--- config.mk ---
export PLATFORM = sky130hd
export DESIGN_NAME = tabla_sweep_ctrl
export DESIGN_NICKNAME = d
export VERILOG_FILES = /design/src/rtl/tabla_sweep_ctrl.sv
export SDC_FILE = /design/constraint.sdc
export NUM_CORES = 1
export LEC_CHECK = 0
export BUFFER_PORTS_ARGS = -buffer_cell sky130_fd_sc_hd__buf_2
export CELL_PAD_IN_SITES_DETAIL_PLACEMENT = 0
export CELL_PAD_IN_SITES_GLOBAL_PLACEMENT = 1
export CORE_MARGIN = 5
export CORE_UTILIZATION = 44
export CTS_BUF_LIST = sky130_fd_sc_hd__clkbuf_16
export DETAILED_ROUTE_END_ITERATION = 16
export PLACE_DENSITY_LB_ADDON = 0.1
export SETUP_SLACK_MARGIN = 0.02
export SLEW_MARGIN = 20
export SYNTH_ARGS = -nofsm -noshare
export SYNTH_HDL_FRONTEND = slang
export SYNTH_SLANG_ARGS = --single-unit
--- constraint.sdc ---
create_clock -name clk -period 2.8 [get_ports clk]
set_clock_uncertainty 0.05 [all_clocks]
set_input_delay 0.28 -clock clk [delete_from_list [all_inputs] [get_ports clk]]
set_output_delay 0.28 -clock clk [all_outputs]
set_load 0.02 [all_outputs]
--- src/rtl/tabla_sweep_ctrl.sv ---
// -----------------------------------------------------------------------------
// tabla_sweep_ctrl
//   Exhaustive sweep sequencer for a bank of small combinational truth-table
//   units. On an accepted start it walks vec_out through 0..2^N_IN-1. Each
//   vector is held for SETTLE cycles plus one sample cycle. The selected
//   unit's output bit is captured into tabla[vector].
//
// Ports
//   clk       rising-edge clock
//   rst_n     async active-low reset
//   start     sweep request, only looked at in IDLE
//   func_sel  unit index, latched when start is accepted
//   unit_y    one output bit per unit (bit i = unit i)
//   vec_out   shared input vector driven to every unit (MSB = A)
//   unit_en   one-hot enable of the latched unit while busy
//   busy      high in SETTLE / SAMPLE / DONE
//   done      one-cycle pulse, tabla valid
//   tabla     captured truth table, bit k = f(vector k)
//   err       one-cycle pulse for a start with an out-of-range func_sel
// -----------------------------------------------------------------------------
module tabla_sweep_ctrl #(
  parameter int N_IN   = 4,
  parameter int N_FUNC = 5,
  parameter int SETTLE = 1
) (
  input  logic              clk,
  input  logic              rst_n,
  input  logic              start,
  input  logic [2:0]        func_sel,
  input  logic [N_FUNC-1:0] unit_y,
  output logic [N_IN-1:0]   vec_out,
  output logic [N_FUNC-1:0] unit_en,
  output logic              busy,
  output logic              done,
  output logic [15:0]       tabla,
  output logic              err
);

  localparam int CW = (SETTLE < 2) ? 1 : $clog2(SETTLE + 1);
  localparam logic [N_IN-1:0] VEC_MAX = {N_IN{1'b1}};

  typedef enum logic [1:0] {S_IDLE, S_SETTLE, S_SAMPLE, S_DONE} state_t;

  state_t            state_q;
  logic [CW-1:0]     cnt_q;
  logic [2:0]        sel_q;
  logic [N_IN-1:0]   vec_q;
  logic [N_FUNC-1:0] en_q;
  logic              busy_q, done_q, err_q;
  logic [15:0]       tabla_q;
  logic [3:0]        tidx;

  // vector widened to a tabla bit index (N_IN may be 3)
  assign tidx = 4'(vec_q);

  always_ff @(posedge clk or negedge rst_n) begin
    if (!rst_n) begin
      state_q <= S_IDLE;
      cnt_q   <= '0;
      sel_q   <= '0;
      vec_q   <= '0;
      en_q    <= '0;
      busy_q  <= 1'b0;
      done_q  <= 1'b0;
      err_q   <= 1'b0;
      tabla_q <= '0;
    end else begin
      // pulses default low; set only on the edge that enters the pulse cycle
      done_q <= 1'b0;
      err_q  <= 1'b0;
      case (state_q)
        S_IDLE: begin
          vec_q  <= '0;
          en_q   <= '0;
          busy_q <= 1'b0;
          if (start) begin
            if (32'(func_sel) < N_FUNC) begin
              sel_q   <= func_sel;
              tabla_q <= '0;
              cnt_q   <= CW'(SETTLE);
              en_q    <= N_FUNC'(1) << func_sel;
              busy_q  <= 1'b1;
              state_q <= S_SETTLE;
            end else begin
              err_q <= 1'b1;
            end
          end
        end
        S_SETTLE: begin
          cnt_q <= cnt_q - CW'(1);
          if (cnt_q == CW'(1)) state_q <= S_SAMPLE;
        end
        S_SAMPLE: begin
          tabla_q[tidx] <= unit_y[sel_q];
          if (vec_q == VEC_MAX) begin
            // counter stops at the last vector; no wrap
            done_q  <= 1'b1;
            state_q <= S_DONE;
          end else begin
            vec_q   <= vec_q + N_IN'(1);
            cnt_q   <= CW'(SETTLE);
            state_q <= S_SETTLE;
          end
        end
        S_DONE: begin
          // start is not sampled here; a new sweep needs an IDLE cycle
          vec_q   <= '0;
          en_q    <= '0;
          busy_q  <= 1'b0;
          state_q <= S_IDLE;
        end
        default: state_q <= S_IDLE;
      endcase
    end
  end

  assign vec_out = vec_q;
  assign unit_en = en_q;
  assign busy    = busy_q;
  assign done    = done_q;
  assign tabla   = tabla_q;
  assign err     = err_q;

endmodule

==> run_results.csv <==
group,metric,value,unit
clock_tree,h-tree-depth,2,
place,hpwlAfterDp,3096,µm
critical_path,critical_path_class,"flop to flop",
die,core_area,0.004058,mm²
synth,synth_warnings,0,
finish,area_growth_syn_to_layout,17.49,%
timing,final-setup-viol-count,0,
route,drc,0,
synth,ys.flop_type,"dfrtp_1",
synth,yosys.area.top_type,"dfrtp_1",
synth,synthXorXnorAreaFrac,0,%
finish,drive_above_1_share,26.64,%
synth,ys_types,38,
critical_path,cpLargestDelayFamily,"compound AO/OA/AOI/OAI gates",
timing,rsz0062_at_grt,"false",
critical_path,path_max_fanout,18,
synth,synth_edf_count,0,
critical_path,cpPeakStageDelay,0.41,ns
clock_tree,cts_root_buf,"clkbuf_16",
clock_tree,cts_max_path_buffers,2,
synth,synth_mux_area_share,2.757,%
pwr,max-vdd-ir-drop,0.0006585,V
worst_hold_path,min_path_type,"primary input to async pin",
grt,grt_max_degree,35,
clock_tree,postCtsHoldBufs,0,
route,avgViaCountPerCell,5.703,
pwr,p_per_area,956.7,mW/mm²
pwr,p_sw,0.8791,mW
clock_tree,cts_buffers,5,
critical_path,cp_slowest_cell,"dfrtp_1",
place,place_inst,271,
pwr,p_int,1.212,mW
clock_tree,cts_tree,"yes",
place,place_area,0.002044,mm²
pwr,power_frac_comb,43.0,%
timing,maxSlewViolCount,0,
synth,yosysSeqAreaShare,45.73,%
timing,worst_slew_margin_rel,34.39,%
route,drt_wl_total,4271,µm
timing,tns,0,ns
finish,fin_util,53.87,%
synth,synth_compound_area_share,24.55,%
pwr,pwr-share-seq,32.1,%
synth,synth_area_per_cell,9.541,µm²
clock_tree,post_cts_resized,0,
critical_path,end_kind,"flop",
finish,fin_area,0.002186,mm²
clock_tree,clk_pin_slew,0.05,ns
timing,fmax,486.5,MHz
place,gp_congestion,0.7945,
synth,yosys.cell_count.top_type,"dfrtp_1",
synth,synth_top_cells_by_count,"34 x dfrtp_1, 19 x nand3_1, 17 x a21oi_1, 17 x o21ai_0, 14 x nand2_1",
die,ios,39,
timing,fin_crit_sh,73.42,%
synth,synth_top_family_by_area,"compound AO/OA/AOI/OAI gates",
die,die_x,75.03,µm
synth,synth_top_area_share,45.73,%
critical_path,arrival,2.13,ns
critical_path,cp-start-kind,"flop",
synth,synthTopCellsByArea,"dfrtp_1 46%, ha_1 6.1%, o21ai_2 5.2%, nand3_1 5.1%, a21oi_1 4.6%",
synth,postSynthCellCount,195,
route,antenna_left,0,
flow_run,maxCapViolations,0,
route,vias,1591,
grt,grt_pass1_wl,7134,µm
synth,synth_area,0.001861,mm²
grt,overflow,0,
route,drtIter0Drc,179,
route,wl_per_cell,15.31,µm
die,die_h,75.03,µm
synth,synth_seq_cells,34,
finish,final_cells,279,
finish,fin_nets,248,
critical_path,cp_cell_sequence,"inv_1 -> ha_1 -> inv_2 -> o22a_4 -> o21ai_0 -> o21ai_2",
pwr,p_leak,1.040,nW
timing,finalHoldViolations,0,
clock_tree,cts_setup_buffers,0,
finish,diodes,0,
route,drt_first_pass_iters,4,
synth,synth_nets,215,
pwr,netSwitchingFraction,42.04,%
critical_path,required,2.87,ns
synth,postSynth.asyncResetShare,100.0,%
place,io_buffers,38,
die,dieArea,0.005629,mm²
synth,synthAdderAreaFrac,6.052,%
die,num_rows,23,
clock_tree,clock_latency,0.27,ns
status,status,"completed",
pwr,pwr-share-clk,24.9,%
timing,finalCriticalPeriod,2.056,ns
grt,grt_pass1_vias,1527,
grt,antenna_found_initial,0,
die,start_util,45.85,%
timing,worstMarginPinSlew,0.9842,ns
synth,yosys.area_share.simple,14.79,%
timing,holdWs,0.02841,ns
critical_path,cp_num_buf_inv,2,
grt,grt_use_total,16.44,%
clock_tree,clock_sinks,34,
registers in the layout, summed over array words and instances (netlist names):
register and count:
busy 1, cnt_q 1, done 1, err 1, sel_q 3, state_q 2, tabla 16, unit_en 5
vec_out 4
power groups by stage:
stage	logic, mW	registers (mW)	clock network (mW)
after CTS	0.904	0.672	0.530
after detailed placement	0.899	0.678	0
final	0.900	0.671	0.520
after global routing	0.999	0.687	0.553
after global placement	0.877	0.671	0
after floorplan	0.640	0.729	0
cells by family (layout without fill, tap and decap cells):
group	Yosys count	count (layout)
AO/OA/AOI/OAI	68	68
multiplexers	5	5
adder cells (fa/ha/maj)	9	9
AND/OR/NAND/NOR	56	56
flip-flops	34	34
buffers and inverters	23	57
path summary, 6_finish.rpt:
path                              from          to  cells past startpoint  slack (ns)
min in group clk           func_sel[1]  unit_en[1]                      2        0.23
setup reg to reg            state_q[0]    tabla[6]                      6        0.74
setup / recovery            state_q[0]    tabla[6]                      6        0.74
hold / removal                   rst_n  unit_en[1]                      1        0.03
max in group asynchronous        rst_n  vec_out[3]                      1        2.18
hold reg to reg                   busy        busy                      2        0.44
through the flow:
stage	total power, mW	worst slack, ns
floorplan	1.369	1.018
global placement	1.549	0.8620
detailed placement	1.577	0.7645
CTS	2.105	0.7375
global route	2.239	0.5138
finish	2.091	0.7443
cells in the final DEF (no fill, tap or decap), types with 2 or more instances in the layout:
master,netlist,layout
buf_2,4,38
dfrtp_1,34,34
nand3_1,19,19
a21oi_1,17,17
o21ai_0,17,17
nand2_1,14,14
nor2_1,11,11
o21ai_2,11,11
inv_1,9,9
ha_1,9,9
o21ai_1,6,6
clkbuf_16,0,5
mux2i_1,4,4
nor3_1,3,3
o32ai_1,3,3
nor2b_1,2,2
nand2b_1,2,2
o31ai_1,2,2
a211oi_1,2,2
worst register-to-register path, stage by stage (launching register included):
cell and delay [ns]:
dfrtp_1 0.41, inv_1 0.13, ha_1 0.42, inv_2 0.23, o22a_4 0.35, o21ai_0 0.23
o21ai_2 0.08
routing by layer:
metal | vias up | track usage, % | wire, µm
met1 | 781 | 22.60 | 2029
met4 | 0 | 5.336 | 59
met5 | - | 0 | 0
li1 | 767 | - | -
met2 | 36 | 26.31 | 1984
met3 | 7 | 2.937 | 197
layout make-up:
cell class / instances / area (µm²)
fill: 384 / 1872
tap: 50 / 62.56
clock buffer: 5 / 125.1
multi-input combinational: 138 / 895.9
clock inverter: 3 / 16.27
timing repair buffer: 39 / 197.7
inverter: 10 / 37.54
sequential: 34 / 850.8
Note: power is estimated with default switching activity, not from simulation.
